`config.mk`:
```
export PLATFORM = sky130hd
export DESIGN_NAME = icache_refill_assembler
export DESIGN_NICKNAME = d
export VERILOG_FILES = /design/src/rtl/icache_refill_assembler.sv
export SDC_FILE = /design/constraint.sdc
export NUM_CORES = 1
export LEC_CHECK = 0
export CELL_PAD_IN_SITES_DETAIL_PLACEMENT = 0
export CELL_PAD_IN_SITES_GLOBAL_PLACEMENT = 1
export CORE_ASPECT_RATIO = 0.7
export CORE_MARGIN = 2
export CORE_UTILIZATION = 31
export CTS_BUF_LIST = sky130_fd_sc_hd__clkbuf_2 sky130_fd_sc_hd__clkbuf_4 sky130_fd_sc_hd__clkbuf_8
export DETAILED_ROUTE_END_ITERATION = 10
export PLACE_DENSITY = 0.82
export SLEW_MARGIN = 30
export SYNTH_ARGS = -nofsm -noshare
export SYNTH_HDL_FRONTEND = slang
export SYNTH_SLANG_ARGS = --single-unit
```
`constraint.sdc`:
```
create_clock -name clk_i -period 2.2 [get_ports clk_i]
set_clock_uncertainty 0.1 [all_clocks]
set_input_delay 0.44 -clock clk_i [delete_from_list [all_inputs] [get_ports clk_i]]
set_output_delay 0.44 -clock clk_i [all_outputs]
set_load 0.03 [all_outputs]
```
`src/rtl/icache_refill_assembler.sv`:
```
`default_nettype none
// ============================================================================
//  Module      : icache_refill_assembler
//  Description : Collects 64-bit AXI R beats into one I$ refill line, tracking
//                {nc, tid} of every granted read request in order, and hands
//                the finished line downstream with valid/ready and error flag.
//  Revision    : 1.0 - initial release
// ============================================================================
module icache_refill_assembler #(
    parameter int unsigned LINE_WIDTH = 128,
    parameter int unsigned BEAT_WIDTH = 64,
    parameter int unsigned ID_WIDTH   = 4,
    parameter int unsigned REQ_DEPTH  = 2
) (
    input  logic                  clk_i,
    input  logic                  rst_i,
    // request side (AR grant)
    input  logic                  req_valid_i,
    output logic                  req_ready_o,
    input  logic                  req_nc_i,
    input  logic [ID_WIDTH-1:0]   req_tid_i,
    // R beat side
    input  logic                  beat_valid_i,
    output logic                  beat_ready_o,
    input  logic [BEAT_WIDTH-1:0] beat_data_i,
    input  logic                  beat_last_i,
    input  logic                  beat_err_i,
    // line return side
    output logic                  rtrn_valid_o,
    input  logic                  rtrn_ready_i,
    output logic [LINE_WIDTH-1:0] rtrn_data_o,
    output logic [ID_WIDTH-1:0]   rtrn_tid_o,
    output logic                  rtrn_nc_o,
    output logic                  rtrn_err_o,
    output logic                  busy_o
);

    localparam int unsigned c_NB   = LINE_WIDTH / BEAT_WIDTH;
    localparam int unsigned c_CW   = $clog2(c_NB) + 1;
    localparam int unsigned c_PW   = (REQ_DEPTH > 1) ? $clog2(REQ_DEPTH) : 1;
    localparam int unsigned c_QW   = $clog2(REQ_DEPTH + 1);
    localparam int unsigned c_EW   = ID_WIDTH + 1;

    typedef enum logic [1:0] {
        ST_IDLE    = 2'd0,
        ST_COLLECT = 2'd1,
        ST_HOLD    = 2'd2
    } state_t;

    state_t              r_state;
    state_t              w_state_nxt;

    // request FIFO storage: entry = {nc, tid}
    logic [c_EW-1:0]     r_mem [REQ_DEPTH];
    logic [c_PW-1:0]     r_wr_ptr;
    logic [c_PW-1:0]     r_rd_ptr;
    logic [c_QW-1:0]     r_count;
    logic [c_QW-1:0]     w_count_nxt;
    logic                w_full;
    logic                w_empty;
    logic                w_push;
    logic                w_pop;
    logic [c_EW-1:0]     w_head;
    logic                w_head_nc;

    // line assembly state
    logic [c_CW-1:0]     r_cnt;
    logic [LINE_WIDTH-1:0] r_data;
    logic                r_err;

    logic                w_beat_ready;
    logic                w_rtrn_valid;
    logic                w_beat_acc;
    logic [c_CW-1:0]     w_limit_m1;
    logic                w_wr_en;
    logic                w_len_err;

    // ------------------------------------------------------------------------
    // FIFO status and handshakes; ready depends on registered state only
    // ------------------------------------------------------------------------
    assign w_full    = (r_count == c_QW'(REQ_DEPTH));
    assign w_empty   = (r_count == '0);
    assign w_push    = req_valid_i & ~w_full;
    assign w_pop     = w_rtrn_valid & rtrn_ready_i;
    assign w_head    = r_mem[r_rd_ptr];
    assign w_head_nc = w_head[ID_WIDTH];

    // Occupancy after this cycle's push/pop, also used to pick HOLD's exit
    always_comb begin
        w_count_nxt = r_count;
        case ({w_push, w_pop})
            2'b10:   w_count_nxt = r_count + c_QW'(1);
            2'b01:   w_count_nxt = r_count - c_QW'(1);
            default: w_count_nxt = r_count;
        endcase
    end

    // FIFO pointers and occupancy
    always_ff @(posedge clk_i) begin
        if (rst_i) begin
            r_wr_ptr <= '0;
            r_rd_ptr <= '0;
            r_count  <= '0;
        end else begin
            if (w_push) begin
                r_wr_ptr <= (r_wr_ptr == c_PW'(REQ_DEPTH - 1)) ? '0 : r_wr_ptr + c_PW'(1);
            end
            if (w_pop) begin
                r_rd_ptr <= (r_rd_ptr == c_PW'(REQ_DEPTH - 1)) ? '0 : r_rd_ptr + c_PW'(1);
            end
            r_count <= w_count_nxt;
        end
    end

    // FIFO payload; contents are meaningless while the entry is not counted
    always_ff @(posedge clk_i) begin
        if (w_push) begin
            r_mem[r_wr_ptr] <= {req_nc_i, req_tid_i};
        end
    end

    // ------------------------------------------------------------------------
    // Beat acceptance and length checking
    // ------------------------------------------------------------------------
    // The last legal word index is 0 for nc heads, NB-1 for cacheable heads.
    // A non-last beat landing on that index, or any beat beyond it, is a
    // length error and its data is dropped.
    assign w_beat_acc = w_beat_ready & beat_valid_i;
    assign w_limit_m1 = w_head_nc ? '0 : c_CW'(c_NB - 1);
    assign w_wr_en    = (r_cnt < w_limit_m1) || ((r_cnt == w_limit_m1) && beat_last_i);
    assign w_len_err  = beat_last_i ? (r_cnt != w_limit_m1) : (r_cnt >= w_limit_m1);

    // Line data, beat counter and sticky error; cleared when the line leaves
    always_ff @(posedge clk_i) begin
        if (rst_i || w_pop) begin
            r_cnt  <= '0;
            r_data <= '0;
            r_err  <= 1'b0;
        end else if (w_beat_acc) begin
            for (int k = 0; k < int'(c_NB); k++) begin
                if (w_wr_en && (r_cnt == c_CW'(k))) begin
                    r_data[k*BEAT_WIDTH +: BEAT_WIDTH] <= beat_data_i;
                end
            end
            if (r_cnt != {c_CW{1'b1}}) begin
                r_cnt <= r_cnt + c_CW'(1);
            end
            r_err <= r_err | beat_err_i | w_len_err;
        end
    end

    // ------------------------------------------------------------------------
    // Control FSM
    // ------------------------------------------------------------------------
    // State register
    always_ff @(posedge clk_i) begin
        if (rst_i) begin
            r_state <= ST_IDLE;
        end else begin
            r_state <= w_state_nxt;
        end
    end

    // Next state and state-decoded outputs
    always_comb begin
        w_state_nxt  = r_state;
        w_beat_ready = 1'b0;
        w_rtrn_valid = 1'b0;
        case (r_state)
            ST_IDLE: begin
                if (!w_empty) begin
                    w_state_nxt = ST_COLLECT;
                end
            end
            ST_COLLECT: begin
                w_beat_ready = 1'b1;
                if (beat_valid_i && beat_last_i) begin
                    w_state_nxt = ST_HOLD;
                end
            end
            ST_HOLD: begin
                w_rtrn_valid = 1'b1;
                if (rtrn_ready_i) begin
                    w_state_nxt = (w_count_nxt != '0) ? ST_COLLECT : ST_IDLE;
                end
            end
            default: begin
                w_state_nxt = ST_IDLE;
            end
        endcase
    end

    // ------------------------------------------------------------------------
    // Outputs; head tid/nc are only presented while a line is on offer
    // ------------------------------------------------------------------------
    assign req_ready_o  = ~w_full;
    assign beat_ready_o = w_beat_ready;
    assign rtrn_valid_o = w_rtrn_valid;
    assign rtrn_data_o  = r_data;
    assign rtrn_tid_o   = w_rtrn_valid ? w_head[ID_WIDTH-1:0] : '0;
    assign rtrn_nc_o    = w_rtrn_valid & w_head_nc;
    assign rtrn_err_o   = r_err;
    assign busy_o       = ~w_empty | (r_state != ST_IDLE);

endmodule
`default_nettype wire

```
=== Word level (Yosys, flattened, before mapping) ===
Memories as Yosys holds them, arrays and structs flattened. A register that Yosys moved wholly into a read port is not among the register bits.
Cells that the tools add are included.
Widths: inputs -> output; s select.

* Add/sub/neg operators: 5
* Order comparisons: 2
* Equality and inequality tests: 12
* Mux-type cells: 17
* Bitwise gates (word level): 9
* Reductions and logical operators: 15

{| class="wikitable"
|+ Operators with widths
! kind !! count
|-
| $mux 1 || 11
|-
| $ne 2x2->1 const B || 4
|-
| $eq 2x1->1 const B || 3
|-
| $eq 2x2->1 const B || 3
|-
| $logic_not 2->1 || 3
|-
| $mux 2 || 3
|-
| $pmux 2 s3 || 1
|-
| $reduce_and 2->1 || 3
|-
| $add 2x1->2 const B || 2
|-
| $and 1x1->1 || 4
|-
| $logic_and 1x1->1 || 4
|-
| $mux 4 || 1
|-
| $pmux 2 s2 || 1
|-
| $reduce_bool 2->1 || 2
|-
| $or 1x1->1 || 3
|-
| $reduce_and 3->1 || 1
|-
| $add 1x1->1 const B || 2
|-
| $eq 2x1->1 || 1
|-
| $ge 2x1->1 || 1
|-
| $logic_or 1x1->1 || 2
|-
| $lt 2x1->1 || 1
|-
| $ne 2x1->1 || 1
|-
| $not 1->1 || 2
|-
| $sub 2x1->2 const B || 1
|}

* Bits in registers: 137
* Memory bits (writable): 10
* Input port bits: 76
* Output and inout port bits: 138
* Memories: 1

{| class="wikitable"
|+ Memory list
! name !! depth !! width !! rd ports !! clocked after memory_dff !! wr ports !! RTL line !! text
|-
| r_mem || 2 || 5 || 1 || 1 || 1 || 54 || <nowiki>logic [c_EW-1:0] r_mem [REQ_DEPTH];</nowiki>
|}

=== Logic depth before layout (Yosys ltp) ===
Gate-level depths: netlist (run 1).

* Depth in word-level cells: 9
* Gate-level depth with buffers: 9

=== Worst setup path before layout (run 1) ===
Ideal clock, no wire load.

* Path kind: flip-flop to flip-flop
* Start: register (tool-made name)
* End: register r_err (netlist: rtrn_err_o)
* Setup time: 0.131 ns
* Arrival time: 1.968 ns
* Required time: 1.969 ns
* Path slack: 0.001 ns
* Stages on the path, launching flop included: 7
* Path buffers: 1
* Path through: dfxtp_1 -> clkbuf_1 -> mux2i_1 -> ha_1 -> or3b_2 -> a2111oi_0 -> nor3_1

{| class="wikitable"
|+ RTL lines
! what !! RTL line !! text
|-
| end signal, assigned || 148 || <nowiki>r_err <= r_err | beat_err_i | w_len_err;</nowiki>
|-
| end, declared || 69 || <nowiki>logic r_err;</nowiki>
|}

=== Worst setup path in the final report (run 1) ===
* Start: register r_state[0]
* End: output rtrn_nc_o

* Cells in the longest elaborated chain, start to end: 3

{| class="wikitable"
|+ Ends and longest elaborated chain
! what !! RTL line !! text
|-
| start, declared || 50 || <nowiki>state_t r_state;</nowiki>
|-
| start signal, assigned || 160 || <nowiki>r_state <= w_state_nxt;</nowiki>
|-
| $eq 2x2->1 || 169 || <nowiki>case (r_state)</nowiki>
|-
| $mux 1 || 169 ||
|-
| $and 1x1->1 || 201 || <nowiki>assign rtrn_nc_o = w_rtrn_valid & w_head_nc;</nowiki>
|-
| end, declared || 33 || <nowiki>output logic rtrn_nc_o,</nowiki>
|}

Every way passes these cells.

==> run_results.csv, run 1 <==
group,metric,value,unit
status,status,"finished clean",
clocking,insertion_delay,0.44,ns
detailed_routing,via_per_inst,4.84,
detailed_routing,drt_iter0_markers,292,
synthesis,yosys-top-cells-area,"dfxtp_1, mux2i_1, nand3_1",
min_path,min_to,"rtrn_data_o[50]",
clocking,clk_pin_slew,0.08,ns
detailed_routing,detail_route.wl_per_cell,15.8,µm
min_path,hold_start,"rtrn_data_o[50]",
synthesis,ys_ff_latch,148,
setup_path,end_kind,"output port",
die,ios,214,
clocking,cts_tree,"yes",
global_routing,grt_usage,16.6,%
sta,finalSetupViolCount,0,
sta,slew_headroom,72.7,%
setup_path,r2r_end,"rtrn_err_o",
setup_path,crit_fanout,7,
synthesis,syn_inst,595,
detailed_routing,first_pass_iters,4,
die,start_util,31.9,%
synthesis,synth_flop_cell,"dfxtp_1",
setup_path,cp_slowest_cell,"dfxtp_1",
setup_path,regToRegSetupSlack,0.15,ns
synthesis,synth_edf_count,10,
cells_and_area,fin_nets,882,
setup_path,criticalPathCategory,"register to output port",
cells_and_area,finalNonFillerCells,1077,
clocking,cts_max_level,4,
synthesis,yosysMostFrequentCell,"nand3_1",
global_routing,grt_overflow,0,
global_routing,grt_pass1_vias,5057,
global_routing,grt_antenna_before_repair,0,
die,die-area,20700,µm²
flow_run,cap_violations,0,
detailed_routing,drc,0,
min_path,min_path_cells,2,
synthesis,synth_common_cells,"nand3_1, dfxtp_1, mux2i_1",
global_routing,grt_start_max_net_pins,84,
die,fp.dieW,171,µm
power_and_ir_drop,power,6290,µW
synthesis,synth.distinct_cells,36,
cells_and_area,diodes,0,
setup_path,critical_path_required,1.66,ns
synthesis,avgSynthCellArea,10.2,µm²
detailed_routing,drtAntennaViolNets,0,
place,hpwlAfterDp,11900,µm
sta,drv_slew,0,
cells_and_area,drive_above_1_share,9.84,%
clocking,cts_sinks,148,
synthesis,synth_warnings,0,
setup_path,max_stage_delay,0.35,ns
setup_path,start_kind,"register",
sta,tightest_slew,0.408,ns
die,fp.dieH,121,µm
power_and_ir_drop,peakVddDrop,0.346,mV
sta,setup_tns,0,ns
synthesis,synth_fp_nets,676,
sta,fmax,0.475,GHz
sta,fin_crit_sh,95.8,%
place,portBuffers,213,
place,placed_cells,1046,
power_and_ir_drop,power.density,691,nW/µm²
synthesis,post-synth-top-area-fraction,45.5,%
die,core_area,19000,µm²
synthesis,post-synth-top-area-cell,"dfxtp_1",
setup_path,crit_chain,"nand2b_2, nor2_1, clkdlybuf4s15_2",
min_path,min-delay-path-class,"register to register",
detailed_routing,num_vias,5211,
setup_path,r2r_cells,5,
synthesis,yosysSeqAreaShare,50.5,%
synthesis,netlist_area,6070,µm²
clocking,cts.path.max_buffers,2,
clocking,cts_inserted_buffers,17,
place,place.gp.congestion,0.774,
synthesis,async_flop_share,0,%
setup_path,crit_arrival,1.57,ns
clocking,clock-root-buffer,"clkbuf_8",
global_routing,grt_pass1_wl,26700,µm
cells_and_area,syn_to_final_growth,50.1,%
sta,hold_viol,0,
die,num_rows,42,
clocking,post_cts_buffers,0,
power_and_ir_drop,p_leak,0.00362,µW
detailed_routing,wirelength,17100,µm
sta,fin_crit,2.11,ns
## registers in the layout, indices dropped and copies added, names as in the netlist, named ones only
signal / flops
r_cnt: 2
rtrn_data_o: 128
rtrn_err_o: 1
r_count: 2
r_mem: 10
r_state: 2
r_wr_ptr: 1
r_rd_ptr: 1
## per-layer routing
| metal | global-route usage [%] | part of all wire, % | wire length, µm |
|---|---|---|---|
| met1 | 22.4 | 48 | 8140 |
| met2 | 24.2 | 42 | 7190 |
| met3 | 7.44 | 9.2 | 1570 |
| met4 | 3.65 | 0.94 | 160 |
| met5 | 0 | 0 | 0 |
## cell usage in the layout (no fill, tap or decap), types with 10 or more instances in the layout
| master | n |
|---|---|
| clkbuf_8 | 19 |
| dfxtp_1 | 137 |
| nor2_1 | 13 |
| mux2i_1 | 134 |
| buf_12 | 12 |
| edfxtp_1 | 10 |
| buf_4 | 22 |
| nand3_1 | 193 |
| clkdlybuf4s50_1 | 204 |
## through the flow
step / instance area [µm²] / utilization, % / setup slack (ns) / hold WS [ns]
floorplan: 6070 / - / 0.000660 / 0.372
global placement: 8640 / 45.4 / 0.0980 / 0.353
detailed placement: 8640 / 45.4 / 0.0486 / 0.359
CTS: 9100 / 47.9 / 0.0334 / 0.372
global route: 9110 / 47.9 / -0.0267 / 0.388
finish: 9110 / 47.9 / 0.0930 / 0.370
## cells by family (layout without fill, tap and decap cells)
kind of cell    after synthesis  in the layout  synth area share [%]
flops                       148            148                  50.5
xor+xnor                      4              4                 0.577
fa+ha+maj                     5              5                  1.03
mux                         134            134                  22.1
compound gates               10             10                  1.20
buf+inv                      66            284                  5.36
simple gates                228            228                  19.3
## power breakdown
group          internal (µW)  switching [µW]
Combinational            451             502
Clock                   1430            1050
Sequential              2800            58.2
Total                   4680            1610
## critical path: cells and delay by family, from the launching register on
| family | cells | cell delay, ns |
|---|---|---|
| flip-flops | 1 | 0.35 |
| buffers and inverters | 1 | 0.33 |
| AND/OR/NAND/NOR | 2 | 0.45 |
## worst max-delay path by stage
| stage | from | to | slack [ns] | cells after the start |
|---|---|---|---|---|
| 3_5_place_dp | beat_valid_i | rtrn_data_o[17] | 0.05 | 6 |
| 2_1_floorplan | register | rtrn_err_o | 0.0007 | 6 |
| 6_report | r_state[0] | rtrn_nc_o | 0.09 | 3 |
| 5_1_grt | register | rtrn_err_o | -0.03 | 5 |
| 3_3_place_gp | beat_valid_i | rtrn_data_o[5] | 0.1 | 6 |
| 4_1_cts | r_state[1] | busy_o | 0.03 | 2 |
## timing repair
action / in CTS / in global routing
gates resized for setup: 24 / 5
hold buffers: 0 / 0
endpoints found under the setup margin: 9 / 5
cloned: 0 / 0
## final cells by class
type | count | area, µm²
multi-input cells | 381 | 2690
inverters | 6 | 27.5
clock inverters | 11 | 196
clock buffers | 20 | 269
flip-flops and latches | 148 | 3060
repair buffers | 247 | 2530
fillers | 1776 | 9910
well taps | 264 | 330
(Power assumes the default switching activity.)
==> run 2: changes to the inputs <==
--- a/config.mk
+++ b/config.mk
@@ -13,6 +13,7 @@
 export CTS_BUF_LIST = sky130_fd_sc_hd__clkbuf_2 sky130_fd_sc_hd__clkbuf_4 sky130_fd_sc_hd__clkbuf_8
 export DETAILED_ROUTE_END_ITERATION = 10
 export PLACE_DENSITY = 0.82
+export SKIP_LAST_GASP = 1
 export SLEW_MARGIN = 30
 export SYNTH_ARGS = -nofsm -noshare
 export SYNTH_HDL_FRONTEND = slang
==> run_results.csv, run 2 (synthesized netlist as in run 1, its figures left out) <==
group,metric,value,unit
clocking,clk_pin_slew,0.08,ns
cells_and_area,final_cell_mix,"clkdlybuf4s50_1, nand3_1, dfxtp_1",
setup_path,r2r_end,"rtrn_err_o",
place,hpwlAfterDp,11900,µm
setup_path,crit_arrival,1.60,ns
sta,rsz0062_at_grt,"yes",
clocking,insertion_delay,0.44,ns
cells_and_area,nFillCells,1774,
global_routing,grt_pass1_wl,26700,µm
cells_and_area,drive_above_1_share,9.72,%
sta,hold_viol,0,
detailed_routing,detail_route.wl_per_cell,15.8,µm
status,status,"finished clean",
cells_and_area,syn_to_final_growth,50.0,%
cells_and_area,diodes,0,
clocking,post_cts_buffers,0,
sta,tightest_slew,0.408,ns
clocking,cts_tree,"yes",
power_and_ir_drop,power,6290,µW
cells_and_area,fin_nets,882,
die,fp.dieH,121,µm
sta,drv_slew,0,
setup_path,end_kind,"output port",
clocking,cts.path.max_buffers,2,
power_and_ir_drop,p_leak,0.00362,µW
global_routing,grt_antenna_before_repair,0,
sta,fin_crit,2.14,ns
global_routing,grt_overflow,0,
flow_run,cap_violations,0,
clocking,cts_inserted_buffers,17,
setup_path,crit_fanout,6,
detailed_routing,drt_iter0_markers,287,
die,ios,214,
die,die-area,20700,µm²
setup_path,critical_path_required,1.66,ns
setup_path,crit_chain,"or4_1, buf_2",
setup_path,r2r_cells,5,
min_path,min_to,"rtrn_data_o[50]",
clocking,cts_sinks,148,
setup_path,regToRegSetupSlack,0.15,ns
die,core_area,19000,µm²
setup_path,path_delay_family,"simple AND/OR/NAND/NOR gates",
detailed_routing,drc,0,
die,start_util,31.9,%
detailed_routing,wirelength,17000,µm
setup_path,criticalPathCategory,"register to output port",
setup_path,cp_slowest_cell,"or4_1",
setup_path,cp_num_buf_inv,1,
cells_and_area,postLayoutCoreUtil,47.8,%
place,portBuffers,213,
place,placed_cells,1046,
place,placed_area,8640,µm²
detailed_routing,via_per_inst,4.84,
cells_and_area,postLayoutCellArea,9100,µm²
min_path,min_path_cells,2,
global_routing,grt_start_max_net_pins,84,
setup_path,start_kind,"register",
cells_and_area,largest_reg_flops,128,
sta,setup_tns,0,ns
clocking,cts_max_level,4,
min_path,hold_start,"rtrn_data_o[50]",
detailed_routing,drtAntennaViolNets,0,
min_path,min-delay-path-class,"register to register",
global_routing,grt_usage,16.5,%
clocking,clock-root-buffer,"clkbuf_8",
die,fp.dieW,171,µm
sta,fmax,0.467,GHz
place,place.gp.congestion,0.774,
die,num_rows,42,
power_and_ir_drop,power.density,691,nW/µm²
global_routing,grt_pass1_vias,5060,
sta,finalSetupViolCount,0,
cells_and_area,finalNonFillerCells,1077,
setup_path,max_stage_delay,0.58,ns
detailed_routing,first_pass_iters,4,
clocking,cts_hold_buffers,0,
detailed_routing,num_vias,5209,
sta,fin_crit_sh,97.4,%
cells_and_area,final_common_cell,"clkdlybuf4s50_1",
power_and_ir_drop,peakVddDrop,0.346,mV
sta,slew_headroom,72.7,%
==> run 2: layer usage <==
layer | vias to the layer above | share of wire [%] | track usage [%]
met5 | - | 0 | 0
met4 | 0 | 0.94 | 3.65
met3 | 17 | 9.2 | 7.37
met2 | 169 | 42 | 24.2
met1 | 2473 | 48 | 22.4
li1 | 2550 | - | -
==> run 2: report_power, final <==
part,switching (µW),internal (µW)
logic,502,451
clock network,1050,1430
registers,57.7,2800
==> run 2: area by class of cell <==
class / count / area [µm²] / area share (%)
clock buffer: 20 / 269 / 2.96
tap: 264 / 330 / 3.63
multi-input combinational: 381 / 2690 / 29.6
clock inverter: 11 / 196 / 2.16
sequential: 148 / 3060 / 33.6
timing repair buffer: 247 / 2530 / 27.8
inverter: 6 / 27.5 / 0.302
==> run 2: timing repair <==
| item | in CTS | in global routing |
|---|---|---|
| endpoints found under the setup margin | 9 | 8 |
| gates resized for setup | 21 | 8 |
| gates cloned | 0 | 0 |
==> run 2: worst reg2reg max path, stage by stage, from the launching register on <==
cell and delay, ns:
dfxtp_1 0.35, mux2i_1 0.24, ha_1 0.29, or3b_2 0.49, a2111oi_2 0.37, nor3_1 0.10
==> run 2: how the worst max path moves through the flow <==
stage | start | endpoint | slack, ns | depth (start not counted)
6_report | r_state[1] | busy_o | 0.06 | 2
3_5_place_dp | beat_valid_i | rtrn_data_o[17] | 0.05 | 6
2_1_floorplan | register | rtrn_err_o | 0.0007 | 6
3_3_place_gp | beat_valid_i | rtrn_data_o[5] | 0.1 | 6
4_1_cts | r_state[1] | rtrn_nc_o | -0.12 | 3
5_1_grt | register | rtrn_err_o | -0.03 | 5
==> run 2: metrics by stage <==
stage	hold slack (ns)	setup slack, ns
finish	0.370	0.0564
floorplan	0.372	0.000660
detailed placement	0.359	0.0486
global route	0.388	-0.0267
CTS	0.372	-0.117
global placement	0.353	0.0980
==> run 3: changes to the inputs <==
--- a/config.mk
+++ b/config.mk
@@ -12,6 +12,7 @@
 export CORE_UTILIZATION = 31
 export CTS_BUF_LIST = sky130_fd_sc_hd__clkbuf_2 sky130_fd_sc_hd__clkbuf_4 sky130_fd_sc_hd__clkbuf_8
 export DETAILED_ROUTE_END_ITERATION = 10
+export GPL_TIMING_DRIVEN = 0
 export PLACE_DENSITY = 0.82
 export SKIP_LAST_GASP = 1
 export SLEW_MARGIN = 30
==> run_results.csv, run 3 (synthesized netlist as in run 1, its figures left out) <==
group,metric,value,unit
power_and_ir_drop,comb_power_share,15.3,%
global_routing,grt_use_met1,27.3,%
clocking,cts.path.max_buffers,2,
cells_and_area,finalNonFillerCells,1104,
setup_path,r2r_end,"r_state[0]",
die,die-area,20700,µm²
sta,slew_headroom,59.7,%
sta,hold_viol,0,
place,placed_cells,1071,
cells_and_area,syn_to_final_growth,49.2,%
power_and_ir_drop,peakVddDrop,0.458,mV
global_routing,grt_usage,19.4,%
sta,fin_crit,2.18,ns
power_and_ir_drop,p_switching,1660,µW
power_and_ir_drop,netSwitchingFraction,26.8,%
cells_and_area,final_cell_mix,"clkdlybuf4s50_1, nand3_1, dfxtp_1",
setup_path,regToRegSetupSlack,0.05,ns
setup_path,start_kind,"input port",
die,core_area,19000,µm²
place,place.gp.congestion,0.761,
setup_path,end_kind,"register",
clocking,clock-root-buffer,"clkbuf_8",
status,status,"finished clean",
global_routing,grt_pass1_vias,5390,
cells_and_area,largest_reg_flops,128,
place,portBuffers,212,
setup_path,crit_fanout,10,
setup_path,criticalPathCategory,"input port to register",
detailed_routing,first_pass_iters,5,
clocking,insertion_delay,0.44,ns
die,num_rows,42,
power_and_ir_drop,p_int,4550,µW
sta,rsz0062_at_grt,"yes",
clocking,cts_max_level,4,
flow_run,cap_violations,0,
detailed_routing,detail_route.wl_per_cell,18.2,µm
global_routing,grt_overflow,0,
setup_path,crit_end,"r_state[0]",
die,fp.dieH,121,µm
sta,fin_crit_sh,99.2,%
sta,tightest_slew,0.604,ns
clocking,cts_tree,"yes",
die,start_util,31.9,%
place,hpwlAfterDp,14500,µm
detailed_routing,num_vias,5391,
power_and_ir_drop,power.density,686,nW/µm²
sta,drv_slew,0,
detailed_routing,drt_iter0_markers,343,
min_path,min-delay-path-class,"input port to register",
setup_path,reg2reg_from,"r_state[0]",
clocking,clk_pin_slew,0.08,ns
power_and_ir_drop,clkPwrFrac,38.5,%
global_routing,grt_antenna_before_repair,0,
clocking,cts_sinks,148,
global_routing,grt_pass1_wl,30600,µm
global_routing,global_route.usage.met2,27.9,%
cells_and_area,fin_nets,908,
cells_and_area,final_common_cell,"clkdlybuf4s50_1",
power_and_ir_drop,p_seq_share,46.2,%
setup_path,startpoint,"rtrn_ready_i",
setup_path,critical_path_required,2.43,ns
global_routing,gr-max-usage-layer,"met2",
detailed_routing,drtAntennaViolNets,0,
detailed_routing,via_per_inst,4.88,
global_routing,met3_usage,6.91,%
detailed_routing,wirelength,20100,µm
die,ios,214,
detailed_routing,drc,0,
setup_path,crit_arrival,2.41,ns
sta,finalSetupViolCount,0,
sta,setup_tns,0,ns
sta,fmax,0.458,GHz
power_and_ir_drop,p_leak,0.00357,µW
clocking,cts_inserted_buffers,17,
die,fp.dieW,171,µm
setup_path,r2r_cells,8,
cells_and_area,diodes,0,
global_routing,grt_start_max_net_pins,20,
cells_and_area,drive_above_1_share,9.05,%
sta,hold_ws,0.291,ns
==> run 3: cell count changes in the layout (fill, tap and decap cells not counted), moves of 3 or more <==
cell,before,now
buf_4,22,8
buf_2,1,5
clkbuf_4,1,4
buf_12,12,1
dfxtp_1,138,135
buf_6,0,9
buf_1,0,7
clkbuf_1,0,27
==> run 3: worst min-delay path by stage <==
stage	start	endpoint	slack (ns)	depth (start not counted)
after global placement	rtrn_data_o[74]	rtrn_data_o[74]	0.35	2
after floorplan	r_rd_ptr	register	0.37	2
final	rst_i	r_state[1]	0.29	2
after global routing	rst_i	r_count[1]	0.29	2
after detailed placement	rtrn_data_o[72]	rtrn_data_o[72]	0.36	2
after CTS	rst_i	r_state[1]	0.25	2
==> run 3: area by class of cell <==
type	count	area, µm²
buffer	57	337
clock buffer	21	270
clock inverter	11	174
fill	1805	9970
inverter	6	22.5
multi-input combinational	381	2700
sequential	148	3070
tap	264	330
timing repair buffer	216	2150
==> run 3: routing by layer <==
metal / part of all wire, % / wire length [µm] / vias up
met2: 42 / 8380 / 194
li1: - / - / 2602
met1: 49 / 9850 / 2583
met3: 8.4 / 1680 / 12
met5: 0 / 0 / -
met4: 0.93 / 187 / 0
==> run 3: timing repair <==
item,CTS,global route
buffers inserted,1,3
hold buffers,0,0
pin swaps,0,1
gates cloned,0,0
gates resized for setup,34,23
setup endpoints to repair,141,119
==> run 3: power by group through the flow <==
stage          Sequential (µW)  Clock (µW)  Combinational (µW)
2_1_floorplan             3050           0                 396
6_report                  2870        2390                 952
3_3_place_gp              2920           0                 952
4_1_cts                   2860        2450                 953
5_1_grt                   2880        2560                1010
3_5_place_dp              2920           0                 953
==> run 3: worst max-delay path: stages <==
cell and delay, ns:
clkdlybuf4s50_1 0.43, nand3b_1 0.19, buf_6 0.19, clkbuf_4 0.23
inv_1 0.07, ha_2 0.38, nand3b_1 0.13, a21oi_1 0.07
o41ai_1 0.29
==> run 3: per-stage QoR <==
stage | worst slack [ns] | utilization (%) | total power [µW] | instance area (µm²)
after global placement | -1.05 | 44.8 | 3870 | 8520
after detailed placement | -1.05 | 44.8 | 3880 | 8520
after CTS | -0.0356 | 47.2 | 6270 | 8990
after floorplan | 0.000660 | - | 3440 | 6070
final | 0.0176 | 47.6 | 6210 | 9050
after global routing | -0.0712 | 47.6 | 6460 | 9050
